===== src/rtl/reg_bus_pkg.sv =====
// Shared types and defaults for the register-bus arbiter.
package reg_bus_pkg;
  typedef enum logic [1:0] {
    IDLE    = 2'd0,
    BUSY    = 2'd1,
    RELEASE = 2'd2
  } state_t;

  localparam int unsigned ADDR_W_DEF  = 4;
  localparam int unsigned DATA_W_DEF  = 4;
  localparam int unsigned TIMEOUT_DEF = 255;
  localparam int unsigned CNT_W       = 8;
endpackage


===== src/rtl/reg_bus_arbiter_rr_select.sv =====
// Combinational round-robin picker: first set request searching upward from ptr+1.
module rr_select #(
  parameter int unsigned N     = 2,
  parameter int unsigned IDX_W = (N > 1) ? $clog2(N) : 1
) (
  input  logic [N-1:0]     req,
  input  logic [IDX_W-1:0] ptr,
  output logic [N-1:0]     winner,
  output logic [IDX_W-1:0] idx,
  output logic             any
);
  logic [IDX_W-1:0] cand;

  always_comb begin
    winner = '0;
    idx    = '0;
    any    = 1'b0;
    cand   = '0;
    for (int unsigned i = 1; i <= N; i++) begin
      cand = IDX_W'((32'(ptr) + i) % N);
      if (!any && req[cand]) begin
        any          = 1'b1;
        idx          = cand;
        winner[cand] = 1'b1;
      end
    end
  end
endmodule


===== src/rtl/reg_bus_arbiter.sv =====
// Round-robin arbiter/sequencer for the shared register bus with ack timeout
// and read-back routing; all outputs registered.
module reg_bus_arbiter
  import reg_bus_pkg::*;
#(
  parameter int unsigned N_REQ   = 2,
  parameter int unsigned ADDR_W  = ADDR_W_DEF,
  parameter int unsigned DATA_W  = DATA_W_DEF,
  parameter int unsigned TIMEOUT = TIMEOUT_DEF
) (
  input  logic                     clk,
  input  logic                     rst,
  input  logic [N_REQ-1:0]         req,
  input  logic [N_REQ*ADDR_W-1:0]  req_addr,
  input  logic [N_REQ*DATA_W-1:0]  req_data,
  output logic [N_REQ-1:0]         gnt,
  output logic [N_REQ-1:0]         done,
  output logic                     err,
  output logic [DATA_W-1:0]        rd_data,
  output logic                     rd_valid,
  output logic [ADDR_W-1:0]        bus_addr,
  output logic [DATA_W-1:0]        bus_data,
  output logic                     bus_valid,
  input  logic                     bus_ack,
  input  logic [DATA_W-1:0]        bus_rdata,
  input  logic                     bus_rdata_valid
);
  localparam int unsigned IDX_W = (N_REQ > 1) ? $clog2(N_REQ) : 1;

  state_t             state, state_n;
  logic [IDX_W-1:0]   ptr, ptr_n, win, win_n;
  logic [CNT_W-1:0]   cnt, cnt_n, cnt_inc;
  logic               cap, cap_n, timeout_hit;
  logic [N_REQ-1:0]   gnt_n, done_n, sel_onehot;
  logic [IDX_W-1:0]   sel_idx;
  logic               sel_any;
  logic               err_n, rd_valid_n, bus_valid_n;
  logic [DATA_W-1:0]  rd_data_n, bus_data_n;
  logic [ADDR_W-1:0]  bus_addr_n;

  rr_select #(.N(N_REQ), .IDX_W(IDX_W)) u_rr_select (
    .req    (req),
    .ptr    (ptr),
    .winner (sel_onehot),
    .idx    (sel_idx),
    .any    (sel_any)
  );

  // Count value after this cycle; bus_valid has then been high cnt_inc cycles.
  assign cnt_inc     = cnt + 1'b1;
  assign timeout_hit = (cnt_inc == CNT_W'(TIMEOUT));

  always_comb begin
    state_n     = state;
    ptr_n       = ptr;
    win_n       = win;
    cnt_n       = cnt;
    cap_n       = cap;
    gnt_n       = gnt;
    done_n      = '0;
    err_n       = 1'b0;
    rd_valid_n  = 1'b0;
    rd_data_n   = rd_data;
    bus_addr_n  = bus_addr;
    bus_data_n  = bus_data;
    bus_valid_n = bus_valid;
    case (state)
      IDLE: begin
        if (sel_any) begin
          state_n     = BUSY;
          win_n       = sel_idx;
          gnt_n       = sel_onehot;
          bus_addr_n  = req_addr[32'(sel_idx)*ADDR_W +: ADDR_W];
          bus_data_n  = req_data[32'(sel_idx)*DATA_W +: DATA_W];
          bus_valid_n = 1'b1;
          cnt_n       = '0;
          cap_n       = 1'b0;
        end
      end
      BUSY: begin
        cnt_n = cnt_inc;
        if (bus_rdata_valid) begin
          rd_data_n = bus_rdata;
          cap_n     = 1'b1;
        end
        if (bus_ack || timeout_hit) begin
          state_n     = RELEASE;
          bus_valid_n = 1'b0;
          gnt_n       = '0;
          done_n      = gnt;
          err_n       = !bus_ack;
          rd_valid_n  = cap | bus_rdata_valid;
        end
      end
      RELEASE: begin
        ptr_n   = win;
        state_n = IDLE;
      end
      default: state_n = IDLE;
    endcase
  end

  always_ff @(posedge clk or negedge rst) begin
    if (!rst) begin
      state     <= IDLE;
      ptr       <= IDX_W'(N_REQ - 1);
      win       <= '0;
      cnt       <= '0;
      cap       <= 1'b0;
      gnt       <= '0;
      done      <= '0;
      err       <= 1'b0;
      rd_valid  <= 1'b0;
      rd_data   <= '0;
      bus_addr  <= '0;
      bus_data  <= '0;
      bus_valid <= 1'b0;
    end else begin
      state     <= state_n;
      ptr       <= ptr_n;
      win       <= win_n;
      cnt       <= cnt_n;
      cap       <= cap_n;
      gnt       <= gnt_n;
      done      <= done_n;
      err       <= err_n;
      rd_valid  <= rd_valid_n;
      rd_data   <= rd_data_n;
      bus_addr  <= bus_addr_n;
      bus_data  <= bus_data_n;
      bus_valid <= bus_valid_n;
    end
  end
endmodule


===== config.mk =====
export PLATFORM = sky130hd
export DESIGN_NAME = reg_bus_arbiter
export DESIGN_NICKNAME = d
export VERILOG_FILES = /design/src/rtl/reg_bus_pkg.sv /design/src/rtl/reg_bus_arbiter_rr_select.sv /design/src/rtl/reg_bus_arbiter.sv
export SDC_FILE = /design/constraint.sdc
export NUM_CORES = 1
export LEC_CHECK = 0
export BUFFER_PORTS_ARGS = -buffer_cell sky130_fd_sc_hd__buf_4
export CORE_MARGIN = 5
export CORE_UTILIZATION = 54
export CTS_CLUSTER_DIAMETER = 120
export DETAILED_ROUTE_END_ITERATION = 10
export GPL_TIMING_DRIVEN = 0
export HOLD_SLACK_MARGIN = 0.1
export PLACE_DENSITY_LB_ADDON = 0.3
export SYNTH_ARGS = -nofsm -noshare
export SYNTH_HDL_FRONTEND = slang
export SYNTH_SLANG_ARGS = --single-unit

===== constraint.sdc =====
create_clock -name clk -period 4 [get_ports clk]
set_input_delay 0.2 -clock clk [delete_from_list [all_inputs] [get_ports clk]]
set_output_delay 0.2 -clock clk [all_outputs]
set_load 0.005 [all_outputs]

==> results_dict.tcl <==
set metrics [dict create \
    status "complete, no violations" \
    cpPeakStageDelay_ns 0.45 \
    max-slew-margin-rel 0.700 \
    cp-start-kind "register" \
    ys_warn_count 0 \
    coreArea_um2 2710 \
    switching_share 0.348 \
    timing.fmax_mhz 511 \
    synth_seq_cells 32 \
    vdd_ir_drop_max_mv 0.479 \
    clock-sinks 32 \
    seqPwrFrac 0.448 \
    grt_pass1_vias 1281 \
    worst-path-buf-inv 0 \
    antenna_cells 0 \
    worst_slew_pin_slew_ns 0.451 \
    nets 226 \
    p_int_uw 759 \
    clkPwrFrac 0.168 \
    synth_top_area_frac 0.518 \
    share_comb_of_total_power 0.384 \
    ys_seq_area_frac 0.535 \
    cts_resized 0 \
    gp_congestion 0.776 \
    clkLatencyLatePin_ns 0.34 \
    r2r_end "rd_valid$_DFF_PN0_" \
    cp_slowest_cell "dfrtp_1" \
    antenna_found_initial 0 \
    slew_violations 0 \
    wl_mm 3.25 \
    syn_inst 141 \
    power.density_nw_per_um2 585 \
    grt_setup_unrepaired "no" \
    gr-total-overflow 0 \
    finalCritPeriodShare 0.489 \
    clock_skew_ns 0.0123 \
    die_area_um2 3930 \
    yosys-top-cells-area "dfrtp_1, o21ai_0, nand2_1" \
    via_count 1266 \
    synth_top_area_cell "dfrtp_1" \
    postRouteAntennaNets 0 \
    power.switching_uw 405 \
    rr_worst_depth 6 \
    tritoncts "yes" \
    min_path_cells 3 \
    grt_max_degree 33 \
    crit_path_max_fanout 9 \
    critPathCaptureType "register" \
    die_w_um 62.7 \
    finalSetupViolCount 0 \
    syn_nets 169 \
    maxCapViolCount 0 \
    grt_util_all_layers 0.187 \
    synth_area_um2 1500 \
    critPathLaunch "cnt[0]$_DFFE_PN0P_" \
    hp-class "input port to register" \
    p_leak_uw 0.000968 \
    cp.required_ns 4.28 \
    crit_chain "ha_1 > nand2_1 > o31ai_2 > a32oi_1 > a211oi_4 > o221a_1" \
    clock_path_buffers 2 \
    tns_ns 0 \
    worstReg2RegStart "cnt[0]$_DFFE_PN0P_" \
    route.detailed.drc 0 \
    hold_viol_final 0 \
    portBuffers 44 \
    num_rows 19 \
    htree_levels 2 \
    grt_pass1_wl_mm 5.75 \
    avgSynthCellArea_um2 10.6 \
    first_pass_iters 4 \
    holdWs_ns 0.151 \
    syn2layout_area_growth_pct 32.7 \
    die_h_um 62.7 \
    initial_core_util 0.553 \
    drtIter0Drc 62 \
    postCtsSetupBuffers 0 \
    pin_count 45 \
    yosys.cell_types.count 35 \
    endpoint "rd_valid$_DFF_PN0_" \
    cts_root_buffer "clkbuf_4" \
    cts_buffers 5 \
    hpwl_mm 2.30 \
    path_delay_family "compound AO/OA/AOI/OAI gates" \
    cp.depth 6 \
    drive_gt1_frac 0.327 \
    worstPathArrival_ns 2.23 \
    rrSetupSlack_ns 2.04 \
    wire_per_inst_um 14.1 \
    layout_min_cycle_time_ns 1.96 \
    path_class "register to register" \
    avgViaCountPerCell 5.50 \
    clk_pin_slew_ns 0.10 \
]
==> synthesized netlist by cell type <==
library cell and instances:
dfrtp_1 31, o31ai_1 1, and3_1 1, nand2_1 22
nor2_1 3, inv_1 1, and2_1 2, nand4_1 1
buf_6 1, a21boi_0 1, a32oi_1 1, or2_2 1
o211a_1 2, buf_2 2, a211oi_4 1, o221ai_1 1
o221a_1 1, or3_1 1, o21ai_0 22, a21oi_1 3
a22oi_1 1, nand4b_1 1, xor2_1 4, dfstp_2 1
nand2b_1 1, nor3_1 2, nor2b_1 2, o31ai_2 1
nand3_1 5, o21a_1 1, ha_1 2, nand3b_1 2
mux2_2 6, mux2i_1 8, clkbuf_1 5
==> placed cells by master, fill, tap and decap left out, drive strengths merged, types with 4 or more instances in the layout <==
| cell | Yosys | routed |
|---|---|---|
| mux2 | 6 | 6 |
| clkbuf | 5 | 11 |
| nand3 | 5 | 5 |
| o21ai | 22 | 22 |
| dfrtp | 31 | 31 |
| nand2 | 22 | 22 |
| buf | 3 | 47 |
| dlygate4sd3 | 0 | 6 |
| mux2i | 8 | 8 |
| xor2 | 4 | 4 |
==> metal layers <==
| layer | track usage | up-vias | routed length, um |
|---|---|---|---|
| met4 | 0.0637 | 0 | 43 |
| met5 | 0 | - | 0 |
| met1 | 0.215 | 614 | 1330 |
| li1 | - | 610 | - |
| met2 | 0.301 | 35 | 1610 |
| met3 | 0.0953 | 7 | 259 |
==> power groups by stage <==
| stage | logic (uW) | registers, uW | clock network (uW) |
|---|---|---|---|
| after global placement | 431 | 520 | 0 |
| final | 447 | 521 | 196 |
| after global routing | 500 | 542 | 219 |
| after floorplan | 228 | 522 | 0 |
| after detailed placement | 445 | 527 | 0 |
| after CTS | 451 | 522 | 200 |
==> worst reg2reg max path, stage by stage (launching register included) <==
cell      delay, ns
dfrtp_1        0.45
ha_1           0.34
nand2_1        0.11
o31ai_2        0.20
a32oi_1        0.12
a211oi_4       0.43
o221a_1        0.26
==> state kept, by name, indices dropped and copies added (netlist names) <==
register / cells
bus_addr: 4
bus_data: 4
bus_valid: 1
cap: 1
cnt: 8
done: 2
err: 1
gnt: 2
ptr: 1
rd_data: 4
rd_valid: 1
state: 2
win: 1
==> cells by family (layout without fill, tap and decap cells) <==
kind of cell    count (synthesis)  count (layout)  synth area share
flops                          32              32             0.535
simple gates                   44              44             0.139
buf+inv                         9              67            0.0292
fa+ha+maj                       2               2            0.0167
xor+xnor                        4               4            0.0234
compound gates                 36              36             0.158
mux                            14              14            0.0985
==> through the flow <==
stage / area, um^2 / setup WS [ns] / total power, uW / utilization / std cells
after global placement: 1870 / 2.17 / 951 / 0.689 / 216
after global routing: 1990 / 1.84 / 1260 / 0.734 / 230
after floorplan: 1500 / 2.36 / 750 / - / 141
after CTS: 1990 / 2.05 / 1170 / 0.734 / 230
after detailed placement: 1870 / 2.07 / 972 / 0.689 / 216
final: 1990 / 2.04 / 1160 / 0.734 / 230
==> area by class of cell <==
class / count / area (um^2)
multi-input cells: 100 / 653
inverters: 1 / 3.75
clock inverters: 2 / 10.0
plain buffers: 8 / 40.0
repair buffers: 50 / 390
clock buffers: 6 / 51.3
flip-flops and latches: 32 / 802
well taps: 31 / 38.8
fillers: 204 / 721
==> worst min path at each step <==
stage	startpoint	endpoint	slack, ns
final	req_addr[1]	bus_addr[1]$_DFFE_PN0P_	0.15
after global routing	bus_rdata_valid	rd_valid$_DFF_PN0_	0.14
after CTS	req_addr[1]	bus_addr[1]$_DFFE_PN0P_	0.14
after detailed placement	rst	win$_DFFE_PN0P_	0.16
after global placement	rst	win$_DFFE_PN0P_	0.15
after floorplan	rst	bus_addr[0]$_DFFE_PN0P_	-0.1
==> what timing repair did <==
item,in CTS,in global routing
endpoints found under the setup margin,0,0
hold endpoints to repair,37,0
hold buffers,6,0
Power figures use the tool's default switching activity.
